===== src/rtl/corefifo_rd_ctrl_pkg.sv =====
// Shared types for the async FIFO read-domain controller.
// FWFT state encodings are fixed so the write side and debug tools can decode them.
package corefifo_rd_ctrl_pkg;

  typedef enum logic [1:0] {
    S_EMPTY = 2'd0,
    S_FETCH = 2'd1,
    S_VALID = 2'd2
  } rd_state_t;

endpackage


===== src/rtl/corefifo_rd_ctrl_graytobin.sv =====
// Gray-to-binary converter for FIFO pointers.
// Each binary bit is the XOR of all Gray bits at or above its position.
module tx_fifo_tx_fifo_0_corefifo_grayToBinConv #(
  parameter int ADDRWIDTH = 3
) (
  input  logic [ADDRWIDTH:0] gray,
  output logic [ADDRWIDTH:0] bin
);

  // Prefix XOR from the MSB down.
  always_comb begin
    bin = gray;
    for (int i = 0; i <= ADDRWIDTH; i++) begin
      bin[i] = ^(gray >> i);
    end
  end

endmodule


===== src/rtl/corefifo_rd_ctrl.sv =====
// Read-domain controller of the async FIFO: write-pointer sync, read pointer,
// RAM read sequencing, empty/almost-empty/fill count and underflow, std or FWFT.
module corefifo_rd_ctrl
  import corefifo_rd_ctrl_pkg::*;
#(
  parameter int ADDRWIDTH   = 3,
  parameter int SYNC_STAGES = 2,
  parameter int AE_THRESH   = 1,
  parameter int FWFT        = 0
) (
  input  logic                 RCLOCK,
  input  logic                 RRESET_N,
  input  logic [ADDRWIDTH:0]   wptr_gray_in,
  input  logic                 re,
  output logic                 ram_re,
  output logic [ADDRWIDTH-1:0] ram_raddr,
  output logic [ADDRWIDTH:0]   rptr_gray,
  output logic                 dvld,
  output logic                 empty,
  output logic                 aempty,
  output logic [ADDRWIDTH:0]   rd_cnt,
  output logic                 underflow
);

  localparam int PW = ADDRWIDTH + 1;
  localparam logic [PW-1:0] ONE  = {{ADDRWIDTH{1'b0}}, 1'b1};
  localparam logic [PW-1:0] ZERO = {PW{1'b0}};
  localparam logic [PW-1:0] AE_T = PW'(AE_THRESH);

  logic [SYNC_STAGES-1:0][PW-1:0] r_wsync;
  logic [PW-1:0] w_wbin;
  logic [PW-1:0] r_rptr_bin;
  logic [PW-1:0] r_rptr_gray;
  logic [PW-1:0] w_rptr_next;
  logic [PW-1:0] w_memcnt;
  logic [PW-1:0] w_rd_cnt;
  logic          w_mem_empty;
  logic          w_ram_re;
  logic          w_empty;
  logic          r_dvld;
  logic          r_underflow;
  rd_state_t     r_state;

  // Write-pointer synchroniser; only the last stage feeds any logic.
  always_ff @(posedge RCLOCK or negedge RRESET_N) begin
    if (!RRESET_N) begin
      r_wsync <= '0;
    end else begin
      r_wsync <= {r_wsync[SYNC_STAGES-2:0], wptr_gray_in};
    end
  end

  tx_fifo_tx_fifo_0_corefifo_grayToBinConv #(
    .ADDRWIDTH(ADDRWIDTH)
  ) u_g2b (
    .gray(r_wsync[SYNC_STAGES-1]),
    .bin (w_wbin)
  );

  assign w_memcnt    = w_wbin - r_rptr_bin;
  assign w_mem_empty = (w_memcnt == ZERO);
  assign w_rptr_next = r_rptr_bin + ONE;

  // RAM read enable: FWFT prefetches the head word on its own.
  always_comb begin
    w_ram_re = 1'b0;
    if (FWFT == 0) begin
      w_ram_re = re & ~w_mem_empty;
    end else begin
      case (r_state)
        S_EMPTY: w_ram_re = ~w_mem_empty;
        S_VALID: w_ram_re = re & ~w_mem_empty;
        default: w_ram_re = 1'b0;
      endcase
    end
  end

  // Flags and count decoded from registers only.
  always_comb begin
    w_empty  = w_mem_empty;
    w_rd_cnt = w_memcnt;
    if (FWFT != 0) begin
      w_empty  = ~r_dvld;
      w_rd_cnt = w_memcnt + ((r_state != S_EMPTY) ? ONE : ZERO);
    end else begin
      w_empty  = w_mem_empty;
      w_rd_cnt = w_memcnt;
    end
  end

  // Read pointer, binary and Gray, advanced only by an actual RAM read.
  always_ff @(posedge RCLOCK or negedge RRESET_N) begin
    if (!RRESET_N) begin
      r_rptr_bin  <= ZERO;
      r_rptr_gray <= ZERO;
    end else if (w_ram_re) begin
      r_rptr_bin  <= w_rptr_next;
      r_rptr_gray <= w_rptr_next ^ (w_rptr_next >> 1);
    end else begin
      r_rptr_bin  <= r_rptr_bin;
      r_rptr_gray <= r_rptr_gray;
    end
  end

  // Data-valid sequencing, FWFT state machine and underflow pulse.
  always_ff @(posedge RCLOCK or negedge RRESET_N) begin
    if (!RRESET_N) begin
      r_state     <= S_EMPTY;
      r_dvld      <= 1'b0;
      r_underflow <= 1'b0;
    end else begin
      r_underflow <= re & w_empty;
      if (FWFT == 0) begin
        r_state <= S_EMPTY;
        r_dvld  <= w_ram_re;
      end else begin
        case (r_state)
          S_EMPTY: begin
            r_dvld <= 1'b0;
            if (!w_mem_empty) begin
              r_state <= S_FETCH;
            end else begin
              r_state <= S_EMPTY;
            end
          end
          S_FETCH: begin
            r_dvld  <= 1'b1;
            r_state <= S_VALID;
          end
          S_VALID: begin
            if (re && w_mem_empty) begin
              r_dvld  <= 1'b0;
              r_state <= S_EMPTY;
            end else begin
              r_dvld  <= 1'b1;
              r_state <= S_VALID;
            end
          end
          default: begin
            r_dvld  <= 1'b0;
            r_state <= S_EMPTY;
          end
        endcase
      end
    end
  end

  assign ram_re    = w_ram_re;
  assign ram_raddr = r_rptr_bin[ADDRWIDTH-1:0];
  assign rptr_gray = r_rptr_gray;
  assign dvld      = r_dvld;
  assign empty     = w_empty;
  assign aempty    = (w_rd_cnt <= AE_T);
  assign rd_cnt    = w_rd_cnt;
  assign underflow = r_underflow;

endmodule


===== config.mk =====
export PLATFORM = sky130hd
export DESIGN_NAME = corefifo_rd_ctrl
export DESIGN_NICKNAME = d
export VERILOG_FILES = /design/src/rtl/corefifo_rd_ctrl_pkg.sv /design/src/rtl/corefifo_rd_ctrl_graytobin.sv /design/src/rtl/corefifo_rd_ctrl.sv
export SDC_FILE = /design/constraint.sdc
export NUM_CORES = 1
export LEC_CHECK = 0
export CAP_MARGIN = 0
export CORE_MARGIN = 2
export CORE_UTILIZATION = 41
export DETAILED_ROUTE_END_ITERATION = 8
export PLACE_DENSITY = 0.79
export SLEW_MARGIN = 20
export SYNTH_ARGS = -nofsm -noshare
export SYNTH_HDL_FRONTEND = slang
export SYNTH_SLANG_ARGS = --single-unit
export TNS_END_PERCENT = 30

===== constraint.sdc =====
create_clock -name RCLOCK -period 2.9 [get_ports RCLOCK]
set_clock_uncertainty 0.1 [all_clocks]
set_input_delay 0.29 -clock RCLOCK [delete_from_list [all_inputs] [get_ports RCLOCK]]
set_output_delay 0.29 -clock RCLOCK [all_outputs]
set_load 0.005 [all_outputs]

==> results of run 1 <==
## per-layer routing
layer | part of all wire (%) | vias up | routed length, µm
met4 | 1.6 | 0 | 25
li1 | - | 275 | -
met3 | 5.6 | 4 | 87
met2 | 56 | 21 | 871
met1 | 37 | 288 | 578
met5 | 0 | - | 0
## worst max-delay path, cell delays in order, from the launching register on
cell	delay [ps]
dfrtp_1	420
xor2_2	210
xnor2_2	160
xor2_1	170
ha_2	200
fa_2	370
xor2_2	170
nand3_2	120
o31a_1	270
dlygate4sd2_1	270
## per-stage QoR
step	total power (W)	instance area [µm²]	worst slack (ps)
final	0.00146	1190	-111
after global routing	0.00157	1190	-251
after CTS	0.00145	1160	-212
after detailed placement	0.00131	1110	-94.9
after global placement	0.00128	1110	23.6
after floorplan	0.000844	798	162
## sequential cells by signal, summed over array words and instances (netlist names)
signal and flops:
underflow 1, r_wsync 8, rptr_gray 4, r_rptr_bin 3, dvld 1
## power groups by stage
stage | combinational, W | sequential [W] | clock [W]
after floorplan | 0.000470 | 0.000374 | 0
after global placement | 0.000902 | 0.000378 | 0
after detailed placement | 0.000926 | 0.000384 | 0
after CTS | 0.000940 | 0.000379 | 0.000128
after global routing | 0.00105 | 0.000390 | 0.000133
final | 0.000958 | 0.000379 | 0.000118
## logic make-up after synthesis
kind of cell	synth area share (%)
mux	7.52
simple gates	6.90
xor+xnor	14.3
compound gates	4.55
flops	53.3
buf+inv	4.70
fa+ha+maj	8.78
## timing repair
action / 4_1_cts / 5_1_grt
cloned: 0 / 0
endpoints found under the setup margin: 6 / 6
resized for setup: 9 / 10
setup buffers: 1 / 1
pin swaps: 3 / 3
## final timing paths
check | cells after the start | end | from
setup / recovery | 9 | ram_re | r_wsync[7]
hold / removal | 0 | r_wsync[4] | r_wsync[0]
setup reg to reg | 10 | rptr_gray[0] | r_wsync[7]
hold reg to reg | 0 | r_wsync[4] | r_wsync[0]
max in group asynchronous | 1 | r_wsync[6] | RRESET_N
min in group asynchronous | 1 | underflow | RRESET_N
## synthesized netlist by cell type
cell / count / share of area [%]
o311ai_0: 2 / 2.2
and3_4: 1 / 1.4
xor2_1: 5 / 5.5
or2_2: 1 / 0.78
nor3_1: 2 / 1.3
xnor2_1: 8 / 8.8
nand3b_1: 1 / 0.94
inv_1: 7 / 3.3
nand3_1: 1 / 0.63
ha_1: 4 / 6.3
o31a_1: 1 / 1.1
fa_1: 1 / 2.5
dfrtp_1: 17 / 53
buf_6: 1 / 1.4
mux2_4: 4 / 7.5
nand2_1: 2 / 0.94
a21oi_1: 2 / 1.3
nor2_1: 2 / 0.94
## final cells by class
class | instances | area, µm²
fillers | 136 | 591
flip-flops and latches | 17 | 425
inverters | 7 | 26.3
multi-input cells | 37 | 380
repair buffers | 34 | 303
clock buffers | 4 | 26.3
well taps | 25 | 31.3
==> flow_metrics.py, run 1 <==
metrics = {
    "outcome": {
        "outcome": "finished, violations left",
        "violations": "setup timing",
    },
    "clock_network": {
        "postCtsHoldBufs": 0,
        "clock-root-buffer": "clkbuf_4",
        "clk_pin_slew_ps": 80,
        "clockBufferDepth": 2,
        "cts_tree": "yes",
        "cts_sinks": 17,
        "clk_latency_ps": 280,
        "htreeDepth": 1,
        "cts_buffers": 3,
    },
    "setup_path": {
        "end_kind": "primary output",
        "required_ps": 2510,
        "r2r_slack_ps": 140,
        "worstSetupStartpointType": "flop",
        "crit_path_max_fanout": 4,
        "arrival_ps": 2620,
        "worstSetupPathType": "flop to primary output",
    },
    "route": {
        "first_pass_iters": 4,
        "wl_per_cell_um": 12.6,
        "vias": 588,
        "drt-vias-per-instance": 4.74,
        "first_iter_violations": 4,
        "antenna_left": 0,
        "drc_errors": 0,
        "wirelength_um": 1560,
    },
    "timing": {
        "rsz0062_at_grt": "true",
        "worst_pin_slew_ps": 717,
        "fin_crit_ps": 3010,
        "max_freq_ghz": 0.332,
        "maxSlewViolCount": 0,
        "layout_setup_ws_ps": -111,
        "fin_crit_sh_pct": 104,
        "finalSetupViolCount": 1,
        "hold_ws_ps": 252,
        "finalSetupTns_ps": -111,
        "max-slew-margin-rel_pct": 52.0,
        "timing_hold_violations_final": 0,
    },
    "placed_design": {
        "place_inst": 118,
        "place_hpwl_um": 1130,
        "gp_congestion": 0.788,
        "port_buffers": 22,
    },
    "cells_and_area": {
        "layout_commonest_cell": "dfrtp_1",
        "syn2layout_area_growth_pct": 49.4,
        "instances_no_fill": 124,
        "antenna_cells": 0,
        "final_core_util_pct": 66.9,
        "layout-drive-gt1-share_pct": 32.3,
        "final_cell_mix": "dfrtp_1, clkdlybuf4s50_1, buf_4, inv_1, xnor2_1",
        "nets": 112,
    },
    "yosys": {
        "synthCells": 62,
        "ys_ff_latch": 17,
        "syn-mean-instance-area_um2": 12.9,
        "yosysSeqAreaShare_pct": 53.3,
        "syn-cell-area_um2": 798,
        "ys_warn_count": 0,
        "synth_fp_nets": 74,
        "synth_cell_types": 18,
    },
    "global_route": {
        "grt-ovfl-total": 0,
        "grt_max_degree": 18,
        "grtUsageMet2_pct": 30.4,
        "grt_pass1_vias": 617,
        "use_met1_pct": 13.4,
        "grt_usage_pct": 15.6,
        "grt_antenna_before_repair": 0,
        "grt_most_used_layer": "met2",
        "grt_use_met3_pct": 6.30,
        "grt_pass1_wl_um": 2370,
    },
    "floorplanning": {
        "start_util_pct": 44.8,
        "die_area_um2": 2320,
        "die_width_um": 48.1,
        "core_um2": 1780,
        "io_pins": 23,
        "rows": 15,
        "die_h_um": 48.1,
    },
    "power": {
        "p_switching_w": 0.000509,
        "clockPowerShare_pct": 8.1,
        "p_int_w": 0.000948,
        "seqPwrFrac_pct": 26.0,
        "p_sw_share_pct": 34.9,
        "total_leakage_power_nw": 0.568,
        "vdd_ir_drop_max_mv": 0.540,
        "p_per_area_nw_per_um2": 1220,
        "comb_power_share_pct": 65.8,
    },
    "job": {
        "max_cap_viol_count": 0,
    },
    "min_path": {
        "min_path_type": "flop to flop",
    },
}
Note: power is estimated with default switching activity, not from simulation.
==> run 2, diff against run 1 <==
--- a/config.mk
+++ b/config.mk
@@ -5,11 +5,11 @@
 export SDC_FILE = /design/constraint.sdc
 export NUM_CORES = 1
 export LEC_CHECK = 0
-export CAP_MARGIN = 0
+export CAP_MARGIN = 20
 export CORE_MARGIN = 2
 export CORE_UTILIZATION = 41
 export DETAILED_ROUTE_END_ITERATION = 8
-export PLACE_DENSITY = 0.79
+export PLACE_DENSITY = 0.7
 export SLEW_MARGIN = 20
 export SYNTH_ARGS = -nofsm -noshare
 export SYNTH_HDL_FRONTEND = slang
==> flow_metrics.py, run 2 (synthesis gave the netlist of run 1 again) <==
metrics = {
    "placed_design": {
        "place_worst_setup_slack_ps": -57.9,
        "port_buffers": 22,
        "gp_congestion": 0.776,
        "placed_area_um2": 1080,
        "place_hpwl_um": 1090,
        "place_inst": 114,
    },
    "timing": {
        "layout_setup_ws_ps": -111,
        "fin_crit_sh_pct": 104,
        "fin_crit_ps": 3010,
        "max-slew-margin-rel_pct": 51.5,
        "maxSlewViolCount": 0,
        "rsz0062_at_grt": "true",
        "max_freq_ghz": 0.332,
        "worst_pin_slew_ps": 725,
        "timing_hold_violations_final": 0,
        "finalSetupViolCount": 3,
        "hold_ws_ps": 253,
        "finalSetupTns_ps": -161,
    },
    "route": {
        "wirelength_um": 1540,
        "drc_errors": 0,
        "vias": 565,
        "antenna_left": 0,
        "wl_per_cell_um": 12.5,
        "first_pass_iters": 2,
        "drt-vias-per-instance": 4.59,
        "first_iter_violations": 9,
    },
    "cells_and_area": {
        "design_area_um2": 1170,
        "syn2layout_area_growth_pct": 46.4,
        "antenna_cells": 0,
        "nets": 111,
        "top_register": "r_wsync",
        "layout_commonest_cell": "dfrtp_1",
        "layout-drive-gt1-share_pct": 31.6,
        "instances_no_fill": 123,
        "final_cell_mix": "dfrtp_1, clkdlybuf4s50_1, buf_4, xnor2_1, inv_1",
        "largest_register_ffs": 8,
    },
    "power": {
        "p_int_w": 0.000955,
        "comb_power_share_pct": 65.9,
        "p_switching_w": 0.000504,
        "seqPwrFrac_pct": 25.9,
        "vdd_ir_drop_max_mv": 0.625,
        "clockPowerShare_pct": 8.2,
        "p_sw_share_pct": 34.6,
        "total_leakage_power_nw": 0.552,
        "p_per_area_nw_per_um2": 1250,
    },
    "floorplanning": {
        "core_um2": 1780,
        "start_util_pct": 44.8,
        "io_pins": 23,
        "die_h_um": 48.1,
        "die_area_um2": 2320,
        "rows": 15,
        "die_width_um": 48.1,
    },
    "clock_network": {
        "clk_pin_slew_ps": 80,
        "cts_buffers": 3,
        "htreeDepth": 1,
        "clockBufferDepth": 2,
        "cts_tree": "yes",
        "clock-root-buffer": "clkbuf_4",
        "clk_latency_ps": 290,
        "postCtsHoldBufs": 0,
        "cts_sinks": 17,
    },
    "min_path": {
        "min_from": "r_wsync[3]",
        "min_path_type": "flop to flop",
    },
    "global_route": {
        "grt_pass1_vias": 572,
        "grt_antenna_before_repair": 0,
        "grt_usage_pct": 15.5,
        "grt-ovfl-total": 0,
        "grt_pass1_wl_um": 2350,
        "grt_max_degree": 18,
    },
    "setup_path": {
        "crit_path_max_fanout": 2,
        "worstReg2RegStart": "r_wsync[6]",
        "r2r_slack_ps": -20,
        "required_ps": 2510,
        "arrival_ps": 2620,
        "end_kind": "primary output",
        "worstSetupPathType": "flop to primary output",
        "worstSetupStartpointType": "flop",
        "setup.worst_path.start": "r_wsync[6]",
    },
    "outcome": {
        "violations": "setup timing",
        "outcome": "finished, violations left",
    },
    "job": {
        "max_cap_viol_count": 0,
    },
}
==> run 2: changes by cell type in the layout (fill, tap and decap cells not counted), moves of 2 or more <==
cell | before | now
buf_6 | 0 | 2
buf_4 | 12 | 9
a21oi_2 | 2 | 0
a21oi_1 | 0 | 2
==> run 2: per-layer routing <==
layer / global-route usage (%) / vias to the layer above / wire length, µm
li1: - / 273 / -
met1: 15.8 / 272 / 588
met2: 28.5 / 18 / 854
met3: 5.56 / 2 / 80
met4: 6.49 / 0 / 14
met5: 0 / - / 0
==> run 2: timing repair <==
| item | CTS | global route |
|---|---|---|
| setup buffers | 4 | 1 |
| resized for setup | 13 | 11 |
| gates cloned | 0 | 0 |
| pin swaps | 2 | 3 |
| setup endpoints to repair | 5 | 11 |
| hold endpoints to repair | 0 | 0 |
==> run 2: cell type report <==
type / count / area [µm²]
Fill cell: 146 / 614
Sequential cell: 17 / 425
Clock buffer: 4 / 26.3
Inverter: 7 / 26.3
Multi-Input combinational cell: 37 / 368
Timing Repair Buffer: 33 / 292
Tap cell: 25 / 31.3
==> run 2: critical path: stages, from the launching register on <==
cell and delay [ps]:
dfrtp_1 400, xor2_2 200, xnor2_2 150, xor2_1 150
ha_2 190, fa_2 370, xor2_2 230, nand3_2 120
buf_4 150, o31a_1 260, clkbuf_2 120
==> run 2: final timing paths <==
kind | endpoint | depth (start not counted)
min | r_wsync[7] | 0
max in group asynchronous | r_wsync[0] | 1
max | ram_re | 10
min in group asynchronous | underflow | 1
max reg2reg | rptr_gray[0] | 11
min reg2reg | r_wsync[7] | 0
==> run 2: metrics by stage <==
stage | util, % | total power (W)
6_report | 65.5 | 0.00146
4_1_cts | 64.5 | 0.00139
3_5_place_dp | 60.8 | 0.00123
2_1_floorplan | - | 0.000844
5_1_grt | 65.5 | 0.00158
3_3_place_gp | 60.8 | 0.00121
==> run 2: power groups by stage <==
stage	Combinational, W	Sequential (W)	Clock [W]
finish	0.000961	0.000378	0.000120
floorplan	0.000470	0.000374	0
detailed placement	0.000852	0.000382	0
global route	0.00104	0.000389	0.000142
CTS	0.000885	0.000379	0.000126
global placement	0.000830	0.000377	0
